$ cat config.mk
export PLATFORM = sky130hd
export DESIGN_NAME = reg_bank
export DESIGN_NICKNAME = d
export VERILOG_FILES = /design/src/rtl/reg_bank_pkg.sv /design/src/rtl/reg_bank_lane_merge.sv /design/src/rtl/reg_bank.sv
export SDC_FILE = /design/constraint.sdc
export NUM_CORES = 1
export LEC_CHECK = 0
export ABC_AREA = 1
export BUFFER_PORTS_ARGS = -buffer_cell sky130_fd_sc_hd__buf_2
export CORE_UTILIZATION = 40
export CTS_BUF_LIST = sky130_fd_sc_hd__clkbuf_8 sky130_fd_sc_hd__clkbuf_16
export DETAILED_ROUTE_END_ITERATION = 10
export PLACE_DENSITY_LB_ADDON = 0.1
export SLEW_MARGIN = 20
export SYNTH_ARGS = -nofsm -noshare
export SYNTH_HDL_FRONTEND = slang
export SYNTH_HIERARCHICAL = 1
export SYNTH_SLANG_ARGS = --single-unit
$ cat constraint.sdc
create_clock -name CLK -period 5.4 [get_ports CLK]
set_clock_uncertainty 0.1 [all_clocks]
set_input_delay 1.08 -clock CLK [delete_from_list [all_inputs] [get_ports CLK]]
set_output_delay 1.08 -clock CLK [all_outputs]
set_load 0.1 [all_outputs]
$ cat src/rtl/reg_bank_pkg.sv
`default_nettype none
// ============================================================================
// Module   : reg_bank_pkg
// Purpose  : Shared widths, lane/access constants and read FSM encoding.
// Revision : 1.0 - initial release
// ============================================================================
package reg_bank_pkg;

    localparam int c_ADDR_W   = 2;
    localparam int c_DATA_W   = 16;
    localparam int c_BYTE_W   = 8;
    localparam int c_NUM_REGS = 1 << c_ADDR_W;

    localparam logic c_LANE_LO  = 1'b0;
    localparam logic c_LANE_HI  = 1'b1;
    localparam logic c_ACC_BYTE = 1'b0;
    localparam logic c_ACC_WORD = 1'b1;

    typedef enum logic [0:0] {
        ST_IDLE = 1'b0,
        ST_HOLD = 1'b1
    } rd_state_t;

endpackage
`default_nettype wire

$ cat src/rtl/reg_bank_lane_merge.sv
`default_nettype none
// ============================================================================
// Module   : lane_merge
// Purpose  : Byte/word merge of write data into a register (MERGE=1) or
//            lane extraction with zero extension for reads (MERGE=0).
// Revision : 1.0 - initial release
// ============================================================================
module lane_merge
    import reg_bank_pkg::*;
#(
    parameter bit MERGE = 1'b1
) (
    input  logic [c_DATA_W-1:0] i_base,
    input  logic [c_DATA_W-1:0] i_data,
    input  logic                i_word,
    input  logic                i_high,
    output logic [c_DATA_W-1:0] o_data
);

    if (MERGE) begin : g_merge
        // Byte writes always source WR_DATA[7:0], whichever lane they target.
        always_comb begin
            o_data = i_base;
            if (i_word == c_ACC_WORD) begin
                o_data = i_data;
            end else begin
                case (i_high)
                    c_LANE_HI: o_data[c_DATA_W-1:c_BYTE_W] = i_data[c_BYTE_W-1:0];
                    c_LANE_LO: o_data[c_BYTE_W-1:0]        = i_data[c_BYTE_W-1:0];
                    default:   o_data                      = i_base;
                endcase
            end
        end
    end else begin : g_extract
        logic w_unused_base;
        assign w_unused_base = ^i_base;

        always_comb begin
            o_data = i_data;
            if (i_word == c_ACC_BYTE) begin
                case (i_high)
                    c_LANE_HI: o_data = {{c_BYTE_W{1'b0}}, i_data[c_DATA_W-1:c_BYTE_W]};
                    c_LANE_LO: o_data = {{c_BYTE_W{1'b0}}, i_data[c_BYTE_W-1:0]};
                    default:   o_data = i_data;
                endcase
            end
        end
    end

endmodule
`default_nettype wire

$ cat src/rtl/reg_bank.sv
`default_nettype none
// ============================================================================
// Module   : reg_bank
// Purpose  : Four 16-bit registers with captured selects, byte/word access
//            and a one-deep held read port with write-through bypass.
// Revision : 1.0 - initial release
// ============================================================================
module reg_bank
    import reg_bank_pkg::*;
#(
    parameter logic [c_DATA_W-1:0] RST_VAL = 16'h0000
) (
    input  logic                CLK,
    input  logic                RST_N,
    input  logic                ADR_LD,
    input  logic                RA,
    input  logic                RB,
    input  logic                WA,
    input  logic                WB,
    input  logic                W_B_R,
    input  logic                H_L_R,
    input  logic                RD_REQ,
    input  logic                RD_ACK,
    output logic                RD_RDY,
    output logic                RD_VLD,
    output logic [c_DATA_W-1:0] RD_DATA,
    input  logic                WR_EN,
    input  logic [c_DATA_W-1:0] WR_DATA
);

    logic [c_DATA_W-1:0] r_regs [c_NUM_REGS];
    logic [c_ADDR_W-1:0] r_rd_idx;
    logic [c_ADDR_W-1:0] r_wr_idx;
    logic                r_word;
    logic                r_high;
    rd_state_t           r_state;
    logic [c_DATA_W-1:0] r_rd_data;

    logic [c_ADDR_W-1:0] w_rd_idx;
    logic [c_ADDR_W-1:0] w_wr_idx;
    logic                w_word;
    logic                w_high;
    logic [c_DATA_W-1:0] w_wr_merged;
    logic [c_DATA_W-1:0] w_rd_src;
    logic [c_DATA_W-1:0] w_rd_val;
    rd_state_t           w_next;
    logic                w_load;

    // Selects presented with ADR_LD take effect in the same cycle.
    assign w_rd_idx = ADR_LD ? {RA, RB} : r_rd_idx;
    assign w_wr_idx = ADR_LD ? {WA, WB} : r_wr_idx;
    assign w_word   = ADR_LD ? W_B_R    : r_word;
    assign w_high   = ADR_LD ? H_L_R    : r_high;

    always_ff @(posedge CLK or negedge RST_N) begin
        if (!RST_N) begin
            r_rd_idx <= '0;
            r_wr_idx <= '0;
            r_word   <= 1'b0;
            r_high   <= 1'b0;
        end else if (ADR_LD) begin
            r_rd_idx <= {RA, RB};
            r_wr_idx <= {WA, WB};
            r_word   <= W_B_R;
            r_high   <= H_L_R;
        end
    end

    lane_merge #(.MERGE(1'b1)) u_wr_merge (
        .i_base (r_regs[w_wr_idx]),
        .i_data (WR_DATA),
        .i_word (w_word),
        .i_high (w_high),
        .o_data (w_wr_merged)
    );

    always_ff @(posedge CLK or negedge RST_N) begin
        if (!RST_N) begin
            for (int i = 0; i < c_NUM_REGS; i++) begin
                r_regs[i] <= RST_VAL;
            end
        end else if (WR_EN) begin
            r_regs[w_wr_idx] <= w_wr_merged;
        end
    end

    assign w_rd_src = (WR_EN && (w_wr_idx == w_rd_idx)) ? w_wr_merged : r_regs[w_rd_idx];

    lane_merge #(.MERGE(1'b0)) u_rd_extract (
        .i_base (r_regs[w_rd_idx]),
        .i_data (w_rd_src),
        .i_word (w_word),
        .i_high (w_high),
        .o_data (w_rd_val)
    );

    always_ff @(posedge CLK or negedge RST_N) begin
        if (!RST_N) begin
            r_state <= ST_IDLE;
        end else begin
            r_state <= w_next;
        end
    end

    always_comb begin
        w_next = r_state;
        w_load = 1'b0;
        RD_RDY = 1'b0;
        RD_VLD = 1'b0;
        case (r_state)
            ST_IDLE: begin
                RD_RDY = 1'b1;
                if (RD_REQ) begin
                    w_next = ST_HOLD;
                    w_load = 1'b1;
                end
            end
            ST_HOLD: begin
                RD_VLD = 1'b1;
                if (RD_ACK) begin
                    w_next = ST_IDLE;
                end
            end
            default: w_next = ST_IDLE;
        endcase
    end

    always_ff @(posedge CLK or negedge RST_N) begin
        if (!RST_N) begin
            r_rd_data <= '0;
        end else if (w_load) begin
            r_rd_data <= w_rd_val;
        end
    end

    assign RD_DATA = r_rd_data;

endmodule
`default_nettype wire

# ---- Word-level counts from Yosys, hierarchy flattened
# Cells that the tools add are included.
# Widths: inputs -> output; s select.
dict set report totals {
  reg_bits 87
  word_cells 45
  input_bits 28
}
dict set report op_classes {
  n_eq_ne 1
  n_bitwise 4
  magnitude_cmp 3
  n_reduce_logical 2
  n_mux 25
}
# op n
set op_table {}
lappend op_table {{$mux 16} 8}
lappend op_table {{$bmux 16 s2} 2}
lappend op_table {{$bwmux 64} 1}
lappend op_table {{$demux 16 s2} 1}
lappend op_table {{$pmux 16 s2} 1}
lappend op_table {{$mux 8} 2}
lappend op_table {{$mux 1} 7}
lappend op_table {{$ge 3x3->1 const B} 2}
lappend op_table {{$not 2->3} 2}
lappend op_table {{$mux 2} 2}
lappend op_table {{$lt 3x1->1 const B} 1}
lappend op_table {{$eq 2x2->1} 1}
lappend op_table {{$logic_and 1x1->1} 2}
lappend op_table {{$not 1->1} 2}
lappend op_table {{$pmux 1 s2} 1}

# ---- Depth between registers and ports, before layout
# Gate-level depths: netlist of run 1.
dict set report logic_depth {
  ltp_word 10
  depth_mapped 17
  mapped_depth_nobuf 16
}

# ---- Cells and area by module
# Netlist of run 1, hierarchy kept.
# mod cells_per_inst area_per_inst_um2 instances seq_area_each_um2
set by_module_without_submodules {}
lappend by_module_without_submodules {reg_bank 634 5082.4 1 2177.1}
lappend by_module_without_submodules {{lane_merge at u_wr_merge} 87 410.4 1 0.0}
lappend by_module_without_submodules {{lane_merge at u_rd_extract} 44 191.4 1 0.0}

# ---- Worst setup path before layout of run 1
# No wires, ideal clock.
dict set report synth_path {
  kind {register to register}
  startpoint {reg r_state}
  endpoint {reg r_rd_data[10] (netlist: RD_DATA[10])}
  n_path_buf 1
  stages_incl_launch_ff 5
  path_slack_ps 2570
  arrival_ps 2604
  required_ps 5174
  synth_period_minus_slack_ps 2830
  cell_sequence {dfrtp_1 inv_1 nand2_1 buf_2 mux2_2}
}
dict set report synth_via {
  elab_chain_cells 1
}
# element line
set synth_rtl {}
lappend synth_rtl {{start: declaration} reg_bank.sv:36} ;# rd_state_t r_state;
lappend synth_rtl {{start signal: assignment} reg_bank.sv:101} ;# r_state <= w_next;
lappend synth_rtl {{$mux 1} reg_bank.sv:110} ;# case (r_state)
lappend synth_rtl {{end signal: assignment} reg_bank.sv:132} ;# r_rd_data <= w_rd_val;
lappend synth_rtl {{end: declaration} reg_bank.sv:37} ;# logic [c_DATA_W-1:0] r_rd_data;
# Every way passes these cells.
# A chain may end at the register's enable or synchronous reset.

# ---- Final worst setup path of run 1
dict set report layout_path {
  startpoint {in ADR_LD}
  endpoint {reg r_rd_data[7] (netlist: RD_DATA[7])}
}
# element line
set layout_rtl {}
lappend layout_rtl {{start: declaration} reg_bank.sv:15} ;# input logic ADR_LD,
lappend layout_rtl {{$mux 1} -}
lappend layout_rtl {{net w_high} reg_bank.sv:42} ;# logic w_high;
lappend layout_rtl {{$mux 8} reg_bank_lane_merge.sv:27} ;# case (i_high)
lappend layout_rtl {{$mux 16} reg_bank_lane_merge.sv:24} ;# if (i_word == c_ACC_WORD) begin
lappend layout_rtl {{net w_wr_merged[15]} reg_bank.sv:43} ;# logic [c_DATA_W-1:0] w_wr_merged;
lappend layout_rtl {{$mux 16} reg_bank.sv:87} ;# assign w_rd_src = (WR_EN && (w_wr_idx == w_rd_idx)) ? w_wr_merged : r_regs[w_rd_idx];
lappend layout_rtl {{net w_rd_src[15]} reg_bank.sv:44} ;# logic [c_DATA_W-1:0] w_rd_src;
lappend layout_rtl {{$pmux 16 s2} reg_bank_lane_merge.sv:41} ;# case (i_high)
lappend layout_rtl {{$mux 16} reg_bank_lane_merge.sv:40} ;# if (i_word == c_ACC_BYTE) begin
lappend layout_rtl {{net w_rd_val[7]} reg_bank.sv:45} ;# logic [c_DATA_W-1:0] w_rd_val;
# The timed path passes the listed nets, and every way through them passes these cells. The select of a mux whose other input is x is not followed.

==> flow_summary.ini, run 1 <==
[layout]
final_nets = 818
final_layout_size_suffix_gt1_share_pct = 21.0
final_cells = 974
diodes = 0
num-fill-cells = 1471
areaGrowthSynthToFinish_pct = 7.66
fin_util_pct = 44.1

[sta]
timing.final.crit_share_pct = 58.9
final.min_clock_period_ns = 3.18
fmax_mhz = 314
setup_tns_ns = 0
setup_viol = 0
slew_headroom_pct = 43.6
rsz0062_at_grt = false
hold_viol = 0
slew_violations = 0
tightestPinTransition_ns = 0.844

[cts]
clk_pin_slew_ns = 0.06
cts_tree = done
clk_path_buf_depth = 2
cts_setup_buffers = 0
root_buffer = clkbuf_16
worstSkewPairLatency_ns = 0.35
post_cts_resized = 0
clock_sinks = 87
cts_hold_buf = 0
htreeDepth = 3
cts_buffers = 9

[critical_path]
path_common_cell = nand2_1
path_max_fanout = 17
crit_start = ADR_LD
critical_path_class = input pin to flop
end_kind = flop
critical_path.cell_chain = buf_2 -> inv_2 -> nand2_1 -> nand2_1 -> inv_2 -> nand2_1 -> nand3_1 -> nand2_1 -> nand3_1 -> nand2_1 -> nand3_1 -> nand2_1 -> mux2_2
r2r-start = r_high
max_stage_delay_ns = 0.48
r2r_setup_slack_ns = 3.04
critical_path.startpoint_type = input pin
critPathArrivalTime_ns = 3.32
crit_path_top_delay_cell = nand2_1
crit_required_ns = 5.54

[floorplanning]
die_area_um2 = 14700
start_util_pct = 41.0
io_pins = 46
die_w_um = 121
die_h_um = 121
rows = 43
design.core.area_um2 = 13900

[logic_synthesis]
synth_top_area_share_pct = 38.3
ys_seq_area_share_pct = 38.3
yosys_warnings = 6
yosys-top-cells-area = dfrtp_1 (38%), nand2_1 (18%), inv_1 (7.5%), nand3_1 (6.9%), o21ai_2 (4.5%)
synth.largest_area_cell = dfrtp_1
yosys-top-cells-count = nand2_1 (272), inv_1 (113), dfrtp_1 (87), nand3_1 (78), o21ai_1 (35)
yosysUniqueCellTypes = 27
syn_area_per_cell_um2 = 7.43
synthArstFlopShare_pct = 100
synth-edff-count = 0
syn_inst = 765
yosysMostFrequentCell = nand2_1
synth_nets = 793
synthFlopType = dfrtp_1
yosys_register_bits = 87
syn-cell-area_um2 = 5680

[power]
vdd_drop_max_mv = 0.159
powerDensity_nw_per_um2 = 421
total_power_mw = 2.58
power_leakage_nw = 3.38

[global_route]
grt_max_degree = 50
overflow = 0
antenna_found_initial = 0
grt_pass1_wl_um = 25100
grt_usage_pct = 22.6
first_global_vias = 4654

[route]
drt_iter0_markers = 278
dr.pass1.iters = 7
vias = 4852
avgRoutedWirePerCell_um = 15.9
ant_nets = 0
wl_um = 15500
drcViolationCount = 0
viasPerCell = 4.98

[job]
drv_cap = 0

[min_path]
min-delay-start = r_regs[15]
worstHoldPathType = flop to flop

[run_status]
status = finished, final reports clean

[placement]
numPlacedInstances = 959
dp_hpwl_um = 10500
gp_congestion = 0.838
portBuffers = 45
routing by layer:
metal	track usage (%)	part of all wire, %
met1	32.3	49
met2	34.7	45
met3	3.43	4.1
met4	7.41	1.7
met5	0	0
through the flow:
| stage | hold slack, ns | area (um^2) | setup WS, ns |
|---|---|---|---|
| 5_1_grt | 0.410 | 6120 | 1.93 |
| 4_1_cts | 0.384 | 6120 | 2.22 |
| 3_3_place_gp | 0.369 | 5840 | 1.87 |
| 2_1_floorplan | 0.355 | 5680 | 2.57 |
| 6_report | 0.382 | 6120 | 2.22 |
| 3_5_place_dp | 0.368 | 5840 | 1.85 |
registers in the layout, indices dropped and copies added, names as in the netlist:
register  count
r_regs       64
RD_DATA      16
r_rd_idx      2
r_wr_idx      2
r_high        1
r_state       1
r_word        1
final cells by class:
type / instances / area (um^2) / share of cell area, %
multi-input combinational: 523 / 2720 / 44.4
sequential: 87 / 2180 / 35.6
inverter: 121 / 472 / 7.71
clock buffer: 11 / 253 / 4.13
timing repair buffer: 48 / 250 / 4.09
tap: 180 / 225 / 3.68
clock inverter: 4 / 22.5 / 0.368
cell usage in the layout, fill, tap and decap left out, types with 3 or more instances in the layout:
cell / Yosys / layout
a21oi_1: 16 / 16
inv_1: 113 / 114
o21ai_1: 35 / 35
buf_2: 8 / 44
nand2_2: 27 / 27
nand2_8: 3 / 3
dfrtp_1: 87 / 87
clkbuf_16: 0 / 9
inv_2: 4 / 4
buf_4: 7 / 4
a22oi_1: 8 / 8
nand2_4: 16 / 16
nand2_1: 272 / 272
nand3_1: 78 / 78
o21ai_2: 29 / 29
mux2_2: 16 / 16
nor2_1: 16 / 16
worst max-delay path: cells and delay by family:
family,cells,cell delay (ns)
and+or+nand+nor,9,1.14
buffers and inverters,3,0.83
muxes,1,0.25
worst paths after layout:
kind | endpoint | cells after the start
max reg2reg | RD_DATA[7] | 11
max | RD_DATA[7] | 13
min reg2reg | r_regs[15] | 2
min | r_regs[15] | 2
min in group asynchronous | r_wr_idx[1] | 1
max in group asynchronous | r_regs[6] | 2
cells by family (layout without fill, tap and decap cells):
| logic type | after synthesis | in the layout | synth area share [%] |
|---|---|---|---|
| AND/OR/NAND/NOR | 417 | 417 | 34.3 |
| buffers and inverters | 155 | 184 | 13.8 |
| AO/OA/AOI/OAI | 90 | 90 | 10.4 |
| flip-flops | 87 | 87 | 38.3 |
| multiplexers | 16 | 16 | 3.17 |
power by group:
| part | switching [mW] | internal, mW |
|---|---|---|
| combinational | 0.739 | 0.278 |
| sequential | 0.138 | 0.826 |
| clock | 0.262 | 0.332 |
| total | 1.14 | 1.44 |
(Power assumes the default switching activity.)
==> run 2, diff against run 1 <==
==> constraint.sdc (replaced) <==
create_clock -name CLK -period 2.7 [get_ports CLK]
set_clock_uncertainty 0.1 [all_clocks]
set_input_delay 0.54 -clock CLK [delete_from_list [all_inputs] [get_ports CLK]]
set_output_delay 0.54 -clock CLK [all_outputs]
set_load 0.1 [all_outputs]
==> run 2 against run 1 <==
Effect of this change: routed wire length rose by 3.9%; critical path depth rose by 4; count of clock-buffer cells in the layout did not move; worst hold slack got worse by 0.11 ns; power rose by 110%; sequential share of layout area fell by 1.1 points; design area rose by 3.4%; combinational power rose by 100%; clock power rose by 130%; flip-flop and latch count did not move; highest routed layer unchanged.
==> flow_summary.ini, run 2 (same netlist as run 1, synthesis figures left out) <==
[run_status]
status = finished, final reports clean

[critical_path]
reg2regPathDepth = 15
critPathArrivalTime_ns = 2.43
worst-path-stages = 17
crit_required_ns = 2.85
path_max_fanout = 10
max_stage_delay_ns = 0.25
critical_path.cell_chain = buf_2 -> inv_2 -> nand2_4 -> nand2_8 -> nand2_8 -> clkinv_4 -> a22oi_1 -> nand2_1 -> inv_1 -> nand2_1 -> nand3_1 -> nand2_1 -> nand3_1 -> nand2_1 -> nand3_1 -> nand2_1 -> mux2_2
path_common_cell = nand2_1
critical_path_class = input pin to flop
crit_path_top_delay_cell = mux2_2
worst-path-buf-inv = 4
critical_path.startpoint_type = input pin
path_delay_family = simple AND/OR/NAND/NOR gates
end_kind = flop

[floorplanning]
rows = 43
io_pins = 46
die_h_um = 121
design.core.area_um2 = 13900
start_util_pct = 41.0
die_w_um = 121
die_area_um2 = 14700

[cts]
htreeDepth = 3
cts_buffers = 9
post_cts_resized = 0
clk_path_buf_depth = 2
clk_pin_slew_ns = 0.07
clock_sinks = 87
cts_setup_buffers = 0
worstSkewPairLatency_ns = 0.36
cts_tree = done
root_buffer = clkbuf_16

[sta]
hold_viol = 0
layout_setup_ws_ns = 0.416
fin_hold_ws_ns = 0.274
slew_violations = 0
slew_headroom_pct = 51.6
tightestPinTransition_ns = 0.725
final.min_clock_period_ns = 2.28
rsz0062_at_grt = false
setup_viol = 0
fmax_mhz = 438
timing.final.crit_share_pct = 84.6
setup_tns_ns = 0

[route]
wl_um = 16100
ant_nets = 0
vias = 4908
avgRoutedWirePerCell_um = 16.3
dr.pass1.iters = 5
drcViolationCount = 0
viasPerCell = 4.98
drt_iter0_markers = 332

[layout]
most-common-layout-cells = nand2_1 (272), inv_1 (112), dfrtp_1 (86)
top_register = r_regs
diodes = 0
areaGrowthSynthToFinish_pct = 11.3
fin_util_pct = 45.6
final_nets = 829
num-fill-cells = 1424
largest_register_ffs = 64
final_common_cell = nand2_1
final_layout_size_suffix_gt1_share_pct = 22.5

[global_route]
grt_pass1_wl_um = 25800
overflow = 0
first_global_vias = 4748
grt_max_degree = 49
antenna_found_initial = 0
grt_usage_pct = 23.4

[power]
vdd_drop_max_mv = 0.314
powerDensity_nw_per_um2 = 846
p_clk_share_pct = 25.1
p_sw_share_pct = 43.6
total_power_mw = 5.35
p_sw_mw = 2.34
power_leakage_nw = 3.46
intPower_mw = 3.02
seqPwrFrac_pct = 35.8
combPwrFrac_pct = 39.1

[placement]
dp_hpwl_um = 10800
portBuffers = 45
gp_congestion = 0.833
dp_slack_ns = 0.0553

[min_path]
worstHoldPathType = input pin to flop
worstHoldPathCells = 2

[job]
drv_cap = 0
## run 2: changes by cell type in the layout (fill, tap and decap cells not counted), moves of 2 or more
cell        delta
buf_12         +6
buf_4          +4
clkinv_2       -2
clkinvlp_4     +2
inv_1          -2
inv_6          +2
## run 2: power by group through the flow
stage	Sequential, mW	Clock (mW)	Combinational [mW]
floorplan	2.43	0	1.13
global placement	1.93	0	2.06
detailed placement	1.94	0	2.09
CTS	1.91	1.36	2.10
global route	1.96	1.42	2.29
finish	1.91	1.34	2.09
## run 2: routing by layer
layer  global-route usage, %  routed length (um)  vias up
li1                        -                   -     2435
met1                    31.7                7560     2308
met2                    37.2                7440      144
met3                    3.90                 772       21
met4                    9.26                 284        0
met5                       0                   0        -
## run 2: layout make-up
cell class	instances	area, um^2	area share [%]
clock buffer	11	253	4.00
timing repair buffer	59	410	6.49
multi-input combinational	523	2720	43.0
inverter	121	475	7.52
tap	180	225	3.56
sequential	87	2180	34.4
clock inverter	5	63.8	1.01
## run 2: worst register-to-register path, stage by stage, from the launching register on
cell,delay [ns]
dfrtp_1,0.41
nand2_4,0.11
nand2_8,0.09
nand2_8,0.14
clkinv_4,0.12
a22oi_1,0.21
nand2_1,0.07
inv_1,0.06
nand2_1,0.05
nand3_1,0.07
nand2_1,0.06
nand3_1,0.08
nand2_1,0.11
nand3_1,0.10
nand2_1,0.07
mux2_2,0.25
## run 2: repair_timing
item / 4_1_cts / 5_1_grt
endpoints found under the setup margin: 0 / 0
hold buffers: 1 / 0
endpoints found under the hold margin: 19 / 0
## run 2: path summary, 6_finish.rpt
path | startpoint | to | slack [ns]
setup / recovery | ADR_LD | RD_DATA[0] | 0.42
hold / removal | RD_ACK | r_state | 0.27
setup reg to reg | r_wr_idx[0] | RD_DATA[0] | 0.49
hold reg to reg | r_regs[18] | r_regs[18] | 0.39
max in group asynchronous | RST_N | r_regs[49] | 1.38
min in group asynchronous | RST_N | r_wr_idx[1] | 0.52
## run 2: stage by stage
stage / std cells / area (um^2)
2_1_floorplan: 765 / 5690
3_3_place_gp: 969 / 6000
3_5_place_dp: 969 / 6000
4_1_cts: 986 / 6330
5_1_grt: 986 / 6330
6_report: 986 / 6330
==> run 3, diff against run 2 <==
--- a/config.mk
+++ b/config.mk
@@ -5,7 +5,7 @@
 export SDC_FILE = /design/constraint.sdc
 export NUM_CORES = 1
 export LEC_CHECK = 0
-export ABC_AREA = 1
+export ABC_AREA = 0
 export BUFFER_PORTS_ARGS = -buffer_cell sky130_fd_sc_hd__buf_2
 export CORE_UTILIZATION = 40
 export CTS_BUF_LIST = sky130_fd_sc_hd__clkbuf_8 sky130_fd_sc_hd__clkbuf_16
==> constraint.sdc (replaced) <==
create_clock -name CLK -period 2.36 [get_ports CLK]
set_clock_uncertainty 0.1 [all_clocks]
set_input_delay 0.472 -clock CLK [delete_from_list [all_inputs] [get_ports CLK]]
set_output_delay 0.472 -clock CLK [all_outputs]
set_load 0.1 [all_outputs]
==> run 3 against run 2 <==
Effect of this change: utilization up 6.0 points; the run now ends with setup timing left; via count down 18%; routed wire length down 8.6%; clock power up 7%; largest cell class unchanged; power up 28%; global-route usage up 0.094 points; first-iteration DRC count down 19%; synthesized cell count down 39%.
==> flow_summary.ini, run 3 <==
[power]
vdd_drop_max_mv = 0.652
p_sw_share_pct = 40.1
power_leakage_nw = 3.13
powerDensity_nw_per_um2 = 1060
seqPwrFrac_pct = 35.1
p_sw_mw = 2.76
intPower_mw = 4.12
p_clk_share_pct = 20.9
combPwrFrac_pct = 44.0

[layout]
final_cells = 738
areaGrowthSynthToFinish_pct = 25.9
final_common_cell = dfrtp_1
final_nets = 589
top_register = r_regs
diodes = 0
largest_register_ffs = 64
most-common-layout-cells = dfrtp_1 (87), mux2_2 (79), nand2_1 (76)
fin_util_pct = 51.6
design_area_um2 = 6510
final_layout_size_suffix_gt1_share_pct = 46.1

[sta]
fmax_mhz = 398
final.min_clock_period_ns = 2.51
slew_headroom_pct = 61.0
timing.final.crit_share_pct = 106
rsz0062_at_grt = true
setup_tns_ns = -1.15
setup_viol = 15
tightestPinTransition_ns = 0.583
layout_setup_ws_ns = -0.153
slew_violations = 0
hold_viol = 0

[route]
ant_nets = 0
drt_iter0_markers = 268
vias = 4023
dr.pass1.iters = 5
wl_um = 14700
viasPerCell = 5.45
avgRoutedWirePerCell_um = 19.9
drcViolationCount = 0

[global_route]
grt_pass1_wl_um = 22900
grt_max_degree = 56
first_global_vias = 4084
antenna_found_initial = 0
grt_usage_pct = 23.5
overflow = 0

[floorplanning]
die_area_um2 = 13400
rows = 41
die_w_um = 116
start_util_pct = 41.0
design.core.area_um2 = 12600
die_h_um = 116
io_pins = 46

[placement]
gp_congestion = 0.823
dpl_cell_area_um2 = 6070
dp_hpwl_um = 10200
numPlacedInstances = 714
portBuffers = 45
dp_slack_ns = -0.515

[critical_path]
worstSetupEndpoint = RD_DATA[1]
crit_start = r_wr_idx[1]
path_common_cell = mux2_4
worst-path-buf-inv = 1
path_max_fanout = 6
path_delay_family = compound AO/OA/AOI/OAI gates
max_stage_delay_ns = 0.37
crit_required_ns = 2.49
reg2reg_to = RD_DATA[1]
worst-path-stages = 10
critPathArrivalTime_ns = 2.64
critical_path_class = flop to flop
end_kind = flop
critical_path.cell_chain = nor2b_4 -> a21oi_4 -> buf_6 -> and3_4 -> a31oi_1 -> mux2i_1 -> o21ai_1 -> a211o_1 -> mux2_4 -> mux2_4
crit_path_top_delay_cell = dfrtp_1
r2r_setup_slack_ns = -0.15
critical_path.startpoint_type = flop
reg2regPathDepth = 10
r2r-start = r_wr_idx[1]

[run_status]
violations = setup timing
status = finished, violations left

[logic_synthesis]
syn-cell-area_um2 = 5170
syn_area_per_cell_um2 = 11.1
synth_nets = 492
yosys_warnings = 6
syn_inst = 464

[cts]
worstSkewPairLatency_ns = 0.35
clock_sinks = 87
clk_pin_slew_ns = 0.06
clk_path_buf_depth = 2
cts_tree = done
htreeDepth = 3
root_buffer = clkbuf_16
cts_buffers = 9

[min_path]
worstHoldPathType = input pin to flop

[job]
drv_cap = 0
[run 3: worst min path at each step]
stage | start | end | slack [ns] | cells past startpoint
CTS | RD_ACK | r_state | 0.20 | 2
global placement | RST_N | r_regs[34] | 0.36 | 1
global route | RD_ACK | r_state | 0.20 | 2
floorplan | RST_N | RD_DATA[0] | 0.08 | 0
finish | RD_ACK | r_state | 0.20 | 2
detailed placement | RST_N | r_regs[18] | 0.37 | 1
[run 3: final cells by class]
| cell class | count | area (um^2) |
|---|---|---|
| fillers | 1175 | 6110 |
| multi-input cells | 339 | 2820 |
| flip-flops and latches | 87 | 2180 |
| repair buffers | 118 | 973 |
| clock buffers | 10 | 239 |
| well taps | 172 | 215 |
| clock inverters | 6 | 60.1 |
| inverters | 6 | 25.0 |
[run 3: metal layers]
| metal | part of all wire [%] | GRT usage (%) |
|---|---|---|
| met3 | 3.3 | 4.92 |
| met1 | 45 | 30.3 |
| met2 | 49 | 39.4 |
| met5 | 0 | 0 |
| met4 | 1.9 | 8.21 |
[run 3: power groups by stage]
stage	registers [mW]	logic, mW	clock network, mW
4_1_cts	2.40	3.02	1.48
2_1_floorplan	3.13	1.46	0
3_3_place_gp	2.41	2.93	0
5_1_grt	2.47	3.23	1.55
3_5_place_dp	2.43	2.97	0
6_report	2.41	3.03	1.44
[run 3: metrics by stage]
| step | hold WS [ns] | total power [mW] |
|---|---|---|
| global route | 0.197 | 7.25 |
| detailed placement | 0.367 | 5.40 |
| finish | 0.204 | 6.87 |
| floorplan | 0.0764 | 4.59 |
| CTS | 0.196 | 6.89 |
| global placement | 0.363 | 5.34 |
[run 3: what timing repair did]
action                                  CTS  global route
hold buffers                              1             0
endpoints found under the hold margin     8             0
gates resized for setup                  10             9
endpoints found under the setup margin   16            20
pin swaps                                 2             4
buffers inserted                          5             4
